### src/rtl/sync_fifo.sv
// Single-clock FIFO: any depth >= 2, optional first-word-fall-through,
// fill level, almost-full/almost-empty thresholds, flush and error pulses.
module sync_fifo #(
   parameter int WIDTH         = 34,
   parameter int DEPTH         = 8,
   parameter int FWFT          = 0,
   parameter int AFULL_THRESH  = DEPTH - 1,
   parameter int AEMPTY_THRESH = 1,
   parameter int CNT_WIDTH     = $clog2(DEPTH + 1)
) (
   input  logic                 clk,
   input  logic                 rst,
   input  logic                 flush,
   input  logic [WIDTH-1:0]     data_in,
   input  logic                 w_en,
   output logic                 full,
   output logic                 almost_full,
   output logic [WIDTH-1:0]     data_out,
   input  logic                 r_en,
   output logic                 empty,
   output logic                 almost_empty,
   output logic [CNT_WIDTH-1:0] count,
   output logic                 overflow,
   output logic                 underflow
);

   localparam int PTR_W = (DEPTH > 2) ? $clog2(DEPTH) : 1;

   localparam logic [PTR_W-1:0]     PTR_LAST = PTR_W'(DEPTH - 1);
   localparam logic [CNT_WIDTH-1:0] CNT_FULL = CNT_WIDTH'(DEPTH);
   localparam logic [CNT_WIDTH-1:0] CNT_AF   = CNT_WIDTH'(AFULL_THRESH);
   localparam logic [CNT_WIDTH-1:0] CNT_AE   = CNT_WIDTH'(AEMPTY_THRESH);

   if (DEPTH < 2) begin : g_bad_depth
      $error("sync_fifo: DEPTH must be >= 2");
   end
   if (AFULL_THRESH < 1 || AFULL_THRESH > DEPTH) begin : g_bad_af
      $error("sync_fifo: AFULL_THRESH must be in 1..DEPTH");
   end
   if (AEMPTY_THRESH < 0 || AEMPTY_THRESH > DEPTH - 1) begin : g_bad_ae
      $error("sync_fifo: AEMPTY_THRESH must be in 0..DEPTH-1");
   end

   logic [WIDTH-1:0]     mem_q [DEPTH];
   logic [PTR_W-1:0]     wptr_q, wptr_d;
   logic [PTR_W-1:0]     rptr_q, rptr_d;
   logic [CNT_WIDTH-1:0] count_q, count_d;
   logic                 ovf_q, ovf_d;
   logic                 udf_q, udf_d;

   logic full_w;
   logic empty_w;
   logic wr_ok;
   logic rd_ok;

   // Binary pointers wrap explicitly so DEPTH need not be a power of two
   function automatic logic [PTR_W-1:0] ptr_inc(input logic [PTR_W-1:0] p);
      return (p == PTR_LAST) ? '0 : p + PTR_W'(1);
   endfunction

   assign full_w  = (count_q == CNT_FULL);
   assign empty_w = (count_q == '0);

   assign wr_ok = w_en && !full_w && !flush;
   assign rd_ok = r_en && !empty_w && !flush;

   always_comb begin
      wptr_d  = wptr_q;
      rptr_d  = rptr_q;
      count_d = count_q;
      ovf_d   = 1'b0;
      udf_d   = 1'b0;
      if (flush) begin
         wptr_d  = '0;
         rptr_d  = '0;
         count_d = '0;
      end else begin
         ovf_d = w_en && full_w;
         udf_d = r_en && empty_w;
         if (wr_ok) begin
            wptr_d = ptr_inc(wptr_q);
         end
         if (rd_ok) begin
            rptr_d = ptr_inc(rptr_q);
         end
         if (wr_ok && !rd_ok) begin
            count_d = count_q + CNT_WIDTH'(1);
         end else if (rd_ok && !wr_ok) begin
            count_d = count_q - CNT_WIDTH'(1);
         end
      end
   end

   always_ff @(posedge clk) begin
      if (rst) begin
         wptr_q  <= '0;
         rptr_q  <= '0;
         count_q <= '0;
         ovf_q   <= 1'b0;
         udf_q   <= 1'b0;
      end else begin
         wptr_q  <= wptr_d;
         rptr_q  <= rptr_d;
         count_q <= count_d;
         ovf_q   <= ovf_d;
         udf_q   <= udf_d;
      end
   end

   // Storage is deliberately left unreset
   always_ff @(posedge clk) begin
      if (wr_ok && !rst) begin
         mem_q[wptr_q] <= data_in;
      end
   end

   if (FWFT == 0) begin : g_reg_rd
      logic [WIDTH-1:0] dout_q, dout_d;

      always_comb begin
         dout_d = dout_q;
         if (rd_ok) begin
            dout_d = mem_q[rptr_q];
         end
      end

      always_ff @(posedge clk) begin
         if (rst) begin
            dout_q <= '0;
         end else begin
            dout_q <= dout_d;
         end
      end

      assign data_out = dout_q;
   end else begin : g_fwft_rd
      assign data_out = empty_w ? '0 : mem_q[rptr_q];
   end

   assign count        = count_q;
   assign full         = full_w;
   assign empty        = empty_w;
   assign almost_full  = (count_q >= CNT_AF);
   assign almost_empty = (count_q <= CNT_AE);
   assign overflow     = ovf_q;
   assign underflow    = udf_q;

endmodule

### config.mk
export PLATFORM = sky130hd
export DESIGN_NAME = sync_fifo
export DESIGN_NICKNAME = d
export VERILOG_FILES = /design/src/rtl/sync_fifo.sv
export SDC_FILE = /design/constraint.sdc
export NUM_CORES = 1
export LEC_CHECK = 0
export BUFFER_PORTS_ARGS = -buffer_cell sky130_fd_sc_hd__buf_4
export CORE_MARGIN = 2
export CORE_UTILIZATION = 45
export DETAILED_ROUTE_END_ITERATION = 10
export MAX_ROUTING_LAYER = met4
export SLEW_MARGIN = 25
export SYNTH_ARGS = -nofsm -noshare
export SYNTH_HDL_FRONTEND = slang
export SYNTH_SLANG_ARGS = --single-unit
### constraint.sdc
create_clock -name clk -period 8.5 [get_ports clk]
set_clock_uncertainty 0.05 [all_clocks]
set_input_delay 1.7 -clock clk [delete_from_list [all_inputs] [get_ports clk]]
set_output_delay 1.7 -clock clk [all_outputs]
set_load 0.05 [all_outputs]
# --- Word-level counts from Yosys, hierarchy flattened ---
# Memory sizes are Yosys's and may differ from the RTL's. A register that Yosys moved wholly into a read port is not among the register bits.
# Index checks and enable logic that the tools add are counted.
word_totals:
  reg_bits: 12
  mem_bits_rw: 272
  input_bits: 39
  out_inout_bits: 44
  elab_cells: 39
  mem_count: 1
memory_table:
  columns: ["memory", "words", "width", "rd", "rd_ports_with_merged_regs", "write_ports", "line", "rtl"]
  rows:
  - ["mem_q", 8, 34, 1, 1, 1, "44", "logic [WIDTH-1:0] mem_q [DEPTH];"]
op_classes:
  add_sub_neg: 4
  order_cmp: 2
  n_eq_ne: 3
  muxes: 6
  n_reduce_logical: 18
ops:
  columns: ["op", "n"]
  rows:
  - ["$logic_and A1 B1 Y1", 9]
  - ["$mux W4", 2]
  - ["$add A3 B1 Y3 const B", 2]
  - ["$eq A3 B3 Y1 const B", 2]
  - ["$logic_not A1 Y1", 6]
  - ["$mux W3", 2]
  - ["$add A4 B1 Y4 const B", 1]
  - ["$eq A4 B4 Y1 const B", 1]
  - ["$ge A4 B3 Y1 const B", 1]
  - ["$le A4 B1 Y1 const B", 1]
  - ["$logic_not A4 Y1", 1]
  - ["$sub A4 B1 Y4 const B", 1]
  - ["$mux W1", 2]
  - ["$reduce_bool A2 Y1", 1]
  - ["$reduce_or A2 Y1", 1]

# --- Logic depth before layout (Yosys ltp) ---
# Gate-level depths: netlist of the first run.
depth:
  ltp_word: 8
  depth_mapped: 10
  ltp_nobuf: 10

# --- Least setup slack after synthesis of the first run ---
# Ideal clock, no wire load.
synth_path:
  path_kind: "input to register"
  startpoint: "input port rst"
  endpoint: "memory mem_q[0][0], enable pin"
  setup_time_ns: 0.468
  arrival_time_ns: 4.570
  required_time_ns: 7.982
  setup_slack_ns: 3.412
  stages: 4
  path_buffers: 1
  path_cell_list: "clkbuf_1 > nor2_1 > nand4b_1 > nor3_1"
synth_via:
  elab_chain_len: 4
synth_rtl:
  columns: ["element", "line", "rtl"]
  rows:
  - ["start, declared", "12", "input logic rst,"]
  - ["$logic_not A1 Y1", "112", "if (wr_ok && !rst) begin"]
  - ["$logic_and A1 B1 Y1", "112", null]
  - ["$mux W1", "112", null]
  - ["$mux W1 (not written as such)", "113", "mem_q[wptr_q] <= data_in;"]
  - ["end, declared", "44", null]
# Every way passes these cells.

# --- Worst setup path in the final report of the first run ---
layout_path:
  startpoint: "input port flush"
  endpoint: "register count_q[3] (netlist: count[3])"
layout_via:
  elab_chain_len: 5
  elab_cells_between_ends: 10
  classes_between: "1 x mux; 9 x reduce/logical"
layout_rtl:
  columns: ["element", "line", "rtl"]
  rows:
  - ["start, declared", "13", "input logic flush,"]
  - ["$logic_not A1 Y1", "64, 65", null]
  - ["$logic_and A1 B1 Y1, on equally long branches", "65, 64", null]
  - ["$logic_not A1 Y1, on equally long branches", "86, 88", null]
  - ["$logic_and A1 B1 Y1, on equally long branches", "86, 88", null]
  - ["$mux W4 / $reduce_bool A2 Y1 (equally long branches)", null, null]
  - ["end signal, assigned", "104", "count_q <= count_d;"]
  - ["end, declared", "47", "logic [CNT_WIDTH-1:0] count_q, count_d;"]
# Parallel ways exist; a longest one is shown, timed or not.
# A chain may end at the register's enable or synchronous reset.

==> flow_summary.yaml, run 1 <==
outcome:
  outcome: "finished clean"
clock_tree:
  postCtsSetupRepairBufs: 0
  htreeDepth: 2
  cts_tree: "yes"
  clock_tree.root_cell: "clkbuf_16"
  cts-buffers-inserted: 34
  cts_sinks: 318
  cts-resized-gates: 0
  hold_buffers: 0
  cts_max_path_buffers: 3
  path_clk_slew_ns: 0.06
  clkLatencyLatePin_ns: 0.51
power:
  p_per_area_mw_per_mm2: 235.7
  p_leak_nw: 4.698
  vdd_ir_drop_max_uv: 179.9
global_route:
  first_global_vias: 6474
  track_usage: 0.1768
  grt_pass1_wl_um: 37450
  antenna_found_initial: 0
  gr-total-overflow: 0
  grt_max_degree: 70
timing:
  slew_violations: 0
  grt_setup_unrepaired: "false"
  fmax_mhz: 270.7
  post-route-period-util: 0.4346
  timing.slew.headroom: 0.3350
  hold_violations: 0
  finalSetupTns_ns: 0
  tightest_slew_ns: 0.9975
  setup_violations: 0
  post-route-min-period_ns: 3.694
layout:
  area_growth_pct: 17.80
  drive_gt1_frac: 0.2995
  fin_nets: 810
  fin_area_mm2: 0.01453
  final_util: 0.5390
  diodes: 0
synth:
  ys_seq_elements: 318
  synth.distinct_cells: 38
  synth_top_family_by_area: "multiplexers"
  synth-xor-area-share: 0.002131
  syn_avg_cell_area_um2: 18.40
  synthAdderAreaFrac: 0.009132
  seq_area_frac_synth: 0.7371
  ys_warn_count: 0
  syn_area_mm2: 0.01233
  synthMuxAreaShare: 0.1190
  synthCells: 670
  syn-num-nets: 718
  yosys.area_share.simple: 0.05581
  synth_compound_gate_area_share: 0.05398
floorplan:
  start_util: 0.4575
  fp-row-count: 60
  die_area_mm2: 0.02874
  chipHeight_um: 169.5
  ios: 83
  core_area_mm2: 0.02695
  die_width_um: 169.5
routing:
  vias: 6285
  wl_per_cell_um: 21.47
  ant_nets: 0
  drt-initial-drc-count: 374
  drt-total-wl_um: 24240
  dr.pass1.iters: 5
  route.detailed.drc: 0
  vias_per_cell: 5.567
run:
  drv_cap: 0
place:
  dp_hpwl_um: 14340
  placed_area_mm2: 0.01335
  place.port_buffers: 82
  place_congestion: 0.7582
worst_setup_path:
  worstSetupPathType: "in2reg"
  worstSetupStartpointType: "primary input"
  ff2ff_path_depth: 9
  path_max_fanout: 69
  startpoint: "flush"
  arrival_ns: 4.03
  critPathCaptureType: "flip-flop"
  cp.required_ns: 8.84
  reg2reg_slack_ns: 5.13
  r2r-start: "count[0]"
hold_path:
  hold_path_class: "reg2reg"
  min_from: "data_out[22]"
  whs_path_depth: 2
## final cells by class
| cell class | instances | area (µm²) |
|---|---|---|
| clock buffers | 43 | 934.6 |
| clock inverters | 19 | 239.0 |
| fillers | 2131 | 12430 |
| inverters | 4 | 15.01 |
| multi-input cells | 308 | 3018 |
| flip-flops and latches | 318 | 9095 |
| well taps | 341 | 426.7 |
| repair buffers | 96 | 797.0 |
## worst max-delay path, cell delays in order
cell	delay [ns]
buf_4	0.12
nand3b_4	0.78
ha_1	0.60
or4_1	0.41
a21oi_1	0.20
xnor2_1	0.14
nor2_1	0.05
## routing by layer
metal / GRT usage / vias to the layer above / part of all wire / wire (µm)
li1: - / 2861 / - / -
met1: 0.2339 / 3207 / 0.44 / 10700
met2: 0.2829 / 162 / 0.49 / 11890
met3: 0.02985 / 55 / 0.044 / 1074
met4: 0.05537 / 0 / 0.024 / 576
met5: - / - / 0 / 0
## synth_stat cells
| library cell | count | share of area |
|---|---|---|
| and3_1 | 2 | 0.0010 |
| nor3_1 | 27 | 0.011 |
| clkbuf_4 | 2 | 0.0012 |
| nor3_2 | 10 | 0.0081 |
| nand3_1 | 2 | 0.00081 |
| a21oi_1 | 9 | 0.0037 |
| buf_2 | 13 | 0.0053 |
| or3b_4 | 1 | 0.00091 |
| or3_1 | 3 | 0.0015 |
| a211oi_1 | 6 | 0.0037 |
| or2_2 | 1 | 0.00051 |
| buf_12 | 2 | 0.0032 |
| mux4_1 | 3 | 0.0064 |
| buf_6 | 5 | 0.0046 |
| nand2_1 | 9 | 0.0027 |
| a21o_1 | 1 | 0.00061 |
| nand3b_4 | 1 | 0.0016 |
| nand4_1 | 2 | 0.0010 |
| or2_1 | 1 | 0.00051 |
| mux2i_1 | 69 | 0.056 |
| nor2b_1 | 34 | 0.017 |
| o21ai_0 | 1 | 0.00041 |
| edfxtp_1 | 272 | 0.66 |
| buf_4 | 6 | 0.0037 |
| ha_1 | 9 | 0.0091 |
| nand4b_1 | 3 | 0.0021 |
| nor2_1 | 13 | 0.0040 |
| o22ai_1 | 34 | 0.017 |
| a211oi_2 | 28 | 0.028 |
| clkbuf_1 | 12 | 0.0037 |
| inv_1 | 4 | 0.0012 |
| dfxtp_1 | 46 | 0.075 |
| or4_1 | 1 | 0.00061 |
| nand3b_1 | 1 | 0.00061 |
| xnor2_1 | 1 | 0.00071 |
| mux4_2 | 31 | 0.057 |
| nand2b_1 | 3 | 0.0015 |
| xor2_1 | 2 | 0.0014 |
## layout by cell type, fill, tap and decap left out, types with 7 or more instances in the layout
cell         n
dfxtp_1     43
nor3_2      12
nor3_1      25
mux2i_1     69
nor2_1       7
a211oi_2    28
ha_1         9
a21oi_1      9
clkinv_2     7
nor2b_1     34
buf_4       90
nand2_1      9
edfxtp_1   272
mux4_2      31
o22ai_1     34
clkbuf_16   34
## flip-flops by register name, indices dropped and copies added, names as in the netlist
signal and count:
count 4, wptr_q 3, underflow 1, data_out 34
mem_q 272, rptr_q 3, overflow 1
## cells by family (layout without fill, tap and decap cells)
group	count (synthesis)	count (layout)
simple gates	114	114
buf+inv	44	162
mux	103	103
fa+ha+maj	9	9
flops	318	318
compound gates	79	79
xor+xnor	3	3
## per-stage QoR
| stage | cells | setup slack (ns) | total power [W] | hold WS (ns) |
|---|---|---|---|---|
| 6_report | 1129 | 4.806 | 0.003423 | 0.4533 |
| 5_1_grt | 1129 | 4.647 | 0.003539 | 0.4845 |
| 4_1_cts | 1129 | 4.778 | 0.003458 | 0.4534 |
| 3_5_place_dp | 1067 | 4.241 | 0.001944 | 0.4434 |
| 3_3_place_gp | 1062 | 4.254 | 0.001939 | 0.4332 |
| 2_1_floorplan | 670 | 3.412 | 0.001874 | 0.4198 |
## report_power, final
group | switching, W | internal, W | leakage, nW
clock | 0.000577 | 0.000936 | 0.583
combinational | 0.000125 | 0.0000629 | 1.29
sequential | 0.0000118 | 0.00171 | 2.83
total | 0.000714 | 0.00271 | 4.70
## worst paths after layout
check | end
setup / recovery | count[3]
hold / removal | data_out[22]
setup reg to reg | count[3]
hold reg to reg | data_out[22]
(Power assumes the default switching activity.)
==> inputs of run 2 (changes only) <==
--- a/config.mk
+++ b/config.mk
@@ -5,6 +5,7 @@
 export SDC_FILE = /design/constraint.sdc
 export NUM_CORES = 1
 export LEC_CHECK = 0
+export ABC_AREA = 1
 export BUFFER_PORTS_ARGS = -buffer_cell sky130_fd_sc_hd__buf_4
 export CORE_MARGIN = 2
 export CORE_UTILIZATION = 45
==> constraint.sdc (replaced) <==
create_clock -name clk -period 3.1 [get_ports clk]
set_clock_uncertainty 0.05 [all_clocks]
set_input_delay 0.62 -clock clk [delete_from_list [all_inputs] [get_ports clk]]
set_output_delay 0.62 -clock clk [all_outputs]
set_load 0.05 [all_outputs]
==> run 2 against run 1 <==
  * Area after synthesis rose by 11%
  * Critical path depth rose by 1
  * Combinational power rose to 3.2 times the previous value
  * Core utilization fell by 0.39 points
  * Non-clock buffer count increased by 13
  * Worst setup slack worse by 4.3 ns
  * Clock power increased to 2.7 times the previous value
  * Clock-buffer cell count is 4 higher
  * Wire length up 22%
  * Register-to-register slack lost 4.7 ns
  * Via count up 44%
  * Synthesized cell count rose by 110%
==> flow_summary.yaml, run 2 <==
timing:
  slew_violations: 0
  hold_violations: 0
  setup_violations: 0
  post-route-min-period_ns: 2.631
  tightest_slew_ns: 0.9301
  post-route-period-util: 0.8488
  grt_setup_unrepaired: "false"
  finalSetupTns_ns: 0
  holdWs_ns: 0.2966
  timing.slew.headroom: 0.3799
  fmax_mhz: 380.1
synth:
  ys_warn_count: 0
  seq_area_frac_synth: 0.6660
  syn_avg_cell_area_um2: 9.804
  synth_commonest_cells: "nand2_1 (389), inv_1 (323), edfxtp_1 (272)"
  synth.most_common_cell: "nand2_1"
  synthCells: 1392
  async_flop_share: 0
  syn_area_mm2: 0.01365
  synth.distinct_cells: 23
  synth_top_area_frac: 0.5985
  syn-num-nets: 1440
  synth_top_cell_by_area: "edfxtp_1"
  synth_area_leaders: "edfxtp_1 (60%), nand2_1 (11%), inv_1 (8.9%)"
  yosys_most_used_dff: "edfxtp_1"
  synth_edf_count: 272
  ys_seq_elements: 318
worst_setup_path:
  startpoint: "count[0]"
  rr_endpoint: "mem_q[3][27]"
  critical_path.slowest_cell: "buf_4"
  slowest_delay_ns: 0.48
  critPathBufInv: 2
  reg2reg_slack_ns: 0.47
  crit_path_end: "mem_q[3][27]"
  crit_chain: "inv_1 -> ha_1 -> nand3_1 -> nand2_1 -> nor2_4 -> nand2_2 -> nor3_4 -> buf_4"
  cp.required_ns: 3.19
  ff2ff_path_depth: 8
  critPathCaptureType: "flip-flop"
  arrival_ns: 2.72
  worstSetupStartpointType: "flip-flop"
  worstSetupPathType: "reg2reg"
  cp.depth: 8
  r2r-start: "count[0]"
  path_max_fanout: 34
  critical-path-top-delay-family: "simple AND/OR/NAND/NOR gates"
layout:
  largest_reg_flops: 272
  final_util: 0.5351
  final_common_cell: "nand2_1"
  drive_gt1_frac: 0.1160
  area_growth_pct: 16.52
  diodes: 0
  fin_nets: 1523
  regMostFlops: "mem_q"
  final_cell_mix: "nand2_1 (389), inv_1 (323), edfxtp_1 (272)"
hold_path:
  hold_path_class: "in2reg"
  whs_path_depth: 1
clock_tree:
  cts_sinks: 318
  cts_max_path_buffers: 3
  postCtsSetupRepairBufs: 0
  cts-resized-gates: 0
  clkLatencyLatePin_ns: 0.51
  path_clk_slew_ns: 0.06
  cts_tree: "yes"
  hold_buffers: 0
  cts-buffers-inserted: 35
  clock_tree.root_cell: "clkbuf_16"
  htreeDepth: 2
global_route:
  grt_pass1_wl_um: 46950
  track_usage: 0.1988
  grt_max_degree: 81
  antenna_found_initial: 0
  gr-total-overflow: 0
  first_global_vias: 8735
routing:
  drt-total-wl_um: 29690
  dr.pass1.iters: 6
  vias_per_cell: 4.778
  wl_per_cell_um: 15.71
  vias: 9030
  drt-initial-drc-count: 636
  ant_nets: 0
  route.detailed.drc: 0
floorplan:
  die_area_mm2: 0.03174
  ios: 83
  core_area_mm2: 0.02972
  start_util: 0.4592
  chipHeight_um: 178.1
  fp-row-count: 63
  die_width_um: 178.1
power:
  p_leak_nw: 7.185
  finalPower_w: 0.009422
  vdd_ir_drop_max_uv: 337.4
  p_per_area_mw_per_mm2: 592.6
run:
  drv_cap: 0
place:
  place_congestion: 0.7521
  dp_hpwl_um: 17040
  place.port_buffers: 82
outcome:
  outcome: "finished clean"
run 2: area by class of cell:
cell class                 count  area [µm²]
fill                        2587       13820
sequential                   318        9094
multi-input combinational    683        3095
inverter                     328        1234
clock buffer                  47       983.4
timing repair buffer         109       855.8
tap                          390       488.0
clock inverter                15       151.4
run 2: through the flow:
step	worst slack, ns	instance area, µm²	cells
2_1_floorplan	-0.3214	13690	1392
4_1_cts	0.4739	15900	1890
3_3_place_gp	0.6353	14770	1828
5_1_grt	0.3096	15900	1890
3_5_place_dp	0.5249	14770	1828
6_report	0.4688	15900	1890
run 2: metal layers:
metal	wire, µm	track usage
met5	0	-
met4	669	0.05260
met3	1683	0.03133
met2	13930	0.3256
met1	13410	0.2596
run 2: worst min path at each step:
stage / to / start / slack (ns)
2_1_floorplan: wptr_q[1] / wptr_q[1] / 0.45
3_3_place_gp: data_out[3] / data_out[3] / 0.45
3_5_place_dp: data_out[31] / data_out[31] / 0.46
4_1_cts: mem_q[1][22] / data_in[22] / 0.28
5_1_grt: mem_q[7][22] / data_in[22] / 0.28
6_report: mem_q[1][22] / data_in[22] / 0.30
run 2: kinds of logic after synthesis:
group                      share of synthesized area
and+or+nand+nor                               0.1913
buffers and inverters                         0.1138
DFF                                           0.6660
AOI/OAI and AO/OA                            0.02008
adders and majority gates                   0.008252
xor gates and xnor gates                   0.0006419
run 2: where the power goes:
| group | switching (W) | leakage (nW) | total [W] | internal (W) |
|---|---|---|---|---|
| registers | 0.0000280 | 2.83 | 0.00472 | 0.00469 |
| logic | 0.000419 | 3.81 | 0.000598 | 0.000179 |
| clock network | 0.00163 | 0.546 | 0.00410 | 0.00247 |
| total | 0.00208 | 7.18 | 0.00942 | 0.00735 |
==> inputs of run 3 (changes only) <==
==> constraint.sdc (replaced) <==
create_clock -name clk -period 2.55 [get_ports clk]
set_clock_uncertainty 0.05 [all_clocks]
set_input_delay 0.51 -clock clk [delete_from_list [all_inputs] [get_ports clk]]
set_output_delay 0.51 -clock clk [all_outputs]
set_load 0.05 [all_outputs]
==> run 3 against run 2 <==
  * Power up 24%
  * Combinational power increased by 24%
  * Sequential power grew 22%
  * Clock-buffer cell count up 4
  * Largest power group unchanged
  * Clock power up 27%
  * Hold slack worse by 0.11 ns
  * Core utilization is 0.80 points higher
  * Cell area rose by 1.5%
  * Highest routed layer unchanged
  * Critical endpoint is now almost_empty
  * Critical path depth down 4
  * Worst setup slack worse by 0.018 ns
==> flow_summary.yaml, run 3 (synthesis gave the netlist of run 2 again) <==
outcome:
  outcome: "finished clean"
worst_setup_path:
  path_max_fanout: 6
  critPathCaptureType: "output port"
  arrival_ns: 1.54
  worstSetupStartpointType: "flip-flop"
  cp.required_ns: 1.99
  worstSetupPathType: "reg2out"
floorplan:
  chipHeight_um: 178.1
  die_area_mm2: 0.03174
  die_width_um: 178.1
  core_area_mm2: 0.02972
  start_util: 0.4592
  ios: 83
  fp-row-count: 63
layout:
  final_util: 0.5431
  largest_reg_flops: 272
  regMostFlops: "mem_q"
  n_fill_cell: 2586
  area_growth_pct: 18.26
  drive_gt1_frac: 0.1280
  diodes: 0
  final_common_cell: "nand2_1"
  fin_nets: 1529
  final_cell_mix: "nand2_1 (388), inv_1 (321), edfxtp_1 (272)"
  fin_area_mm2: 0.01614
clock_tree:
  path_clk_slew_ns: 0.06
  cts_sinks: 318
  clock_tree.root_cell: "clkbuf_16"
  htreeDepth: 2
  cts-buffers-inserted: 36
  postCtsSetupRepairBufs: 0
  cts_max_path_buffers: 3
  cts-resized-gates: 0
  hold_buffers: 0
  cts_tree: "yes"
  clkLatencyLatePin_ns: 0.52
place:
  dp_hpwl_um: 17580
  post-place-ws_ns: 0.4784
  placed_area_mm2: 0.01491
  place_congestion: 0.7743
  place.port_buffers: 82
global_route:
  track_usage: 0.1981
  gr-total-overflow: 0
  grt_max_degree: 59
  antenna_found_initial: 0
  grt_pass1_wl_um: 47290
  first_global_vias: 8790
timing:
  finalSetupTns_ns: 0
  post-route-min-period_ns: 2.099
  setup_violations: 0
  timing.slew.headroom: 0.5566
  grt_setup_unrepaired: "false"
  worst_slack_ns: 0.4505
  hold_violations: 0
  tightest_slew_ns: 0.6651
  slew_violations: 0
  post-route-period-util: 0.8233
  fmax_mhz: 476.3
routing:
  wl_per_cell_um: 15.62
  vias: 9091
  route.detailed.drc: 0
  drt-initial-drc-count: 588
  drt-total-wl_um: 29640
  dr.pass1.iters: 5
  ant_nets: 0
  vias_per_cell: 4.790
power:
  p_leak_nw: 7.291
  vdd_ir_drop_max_uv: 483.7
  p_per_area_mw_per_mm2: 725.1
run:
  drv_cap: 0
hold_path:
  hold_path_class: "in2reg"
run 3: cell count changes in the layout (fill, tap and decap cells not counted), moves of 2 or more:
| cell | before | now |
|---|---|---|
| buf_12 | 3 | 9 |
| clkbuf_16 | 37 | 40 |
| clkbuf_8 | 2 | 5 |
| dfxtp_1 | 44 | 41 |
| clkbuf_1 | 8 | 6 |
| clkinvlp_4 | 3 | 1 |
| dfxtp_4 | 1 | 3 |
| inv_1 | 323 | 321 |
| inv_2 | 2 | 4 |
run 3: worst paths after layout:
check	startpoint	slack, ns	cells after the start	end
max	count[0]	0.45	4	almost_empty
min	data_in[8]	0.18	1	mem_q[1][8]
max reg2reg	count[0]	0.50	8	mem_q[1][18]
min reg2reg	data_out[14]	0.46	4	data_out[14]
run 3: worst max-delay path, stage by stage (launching register included):
cell and delay [ns]:
dfxtp_4 0.38, inv_2 0.06, ha_1 0.21, o21a_1 0.20, buf_4 0.19
run 3: metal layers:
layer | GRT usage | up-vias | routed length, µm
li1 | - | 4559 | -
met1 | 0.2544 | 4312 | 13410
met2 | 0.3304 | 163 | 14530
met3 | 0.02600 | 57 | 1017
met4 | 0.05772 | 0 | 682
met5 | - | - | 0
run 3: area by class of cell:
class / count / area (µm²) / area share
Tap cell: 390 / 488.0 / 0.03023
Inverter: 328 / 1234 / 0.07644
Clock inverter: 14 / 135.1 / 0.008373
Clock buffer: 51 / 1092 / 0.06768
Multi-Input combinational cell: 683 / 3119 / 0.1933
Timing Repair Buffer: 114 / 968.4 / 0.06000
Sequential cell: 318 / 9102 / 0.5640
run 3: per-stage QoR:
| stage | total power, W | hold WS, ns | cells |
|---|---|---|---|
| 3_3_place_gp | 0.006586 | 0.4522 | 1833 |
| 5_1_grt | 0.01210 | 0.1770 | 1898 |
| 6_report | 0.01170 | 0.1838 | 1898 |
| 4_1_cts | 0.01183 | 0.1676 | 1898 |
| 3_5_place_dp | 0.006598 | 0.4557 | 1833 |
| 2_1_floorplan | 0.006308 | 0.4459 | 1392 |
run 3: power by group:
part / total, W / internal (W) / switching (W) / leakage, nW
clock: 0.00522 / 0.00320 / 0.00202 / 0.603
sequential: 0.00574 / 0.00570 / 0.0000326 / 2.83
combinational: 0.000744 / 0.000226 / 0.000519 / 3.86
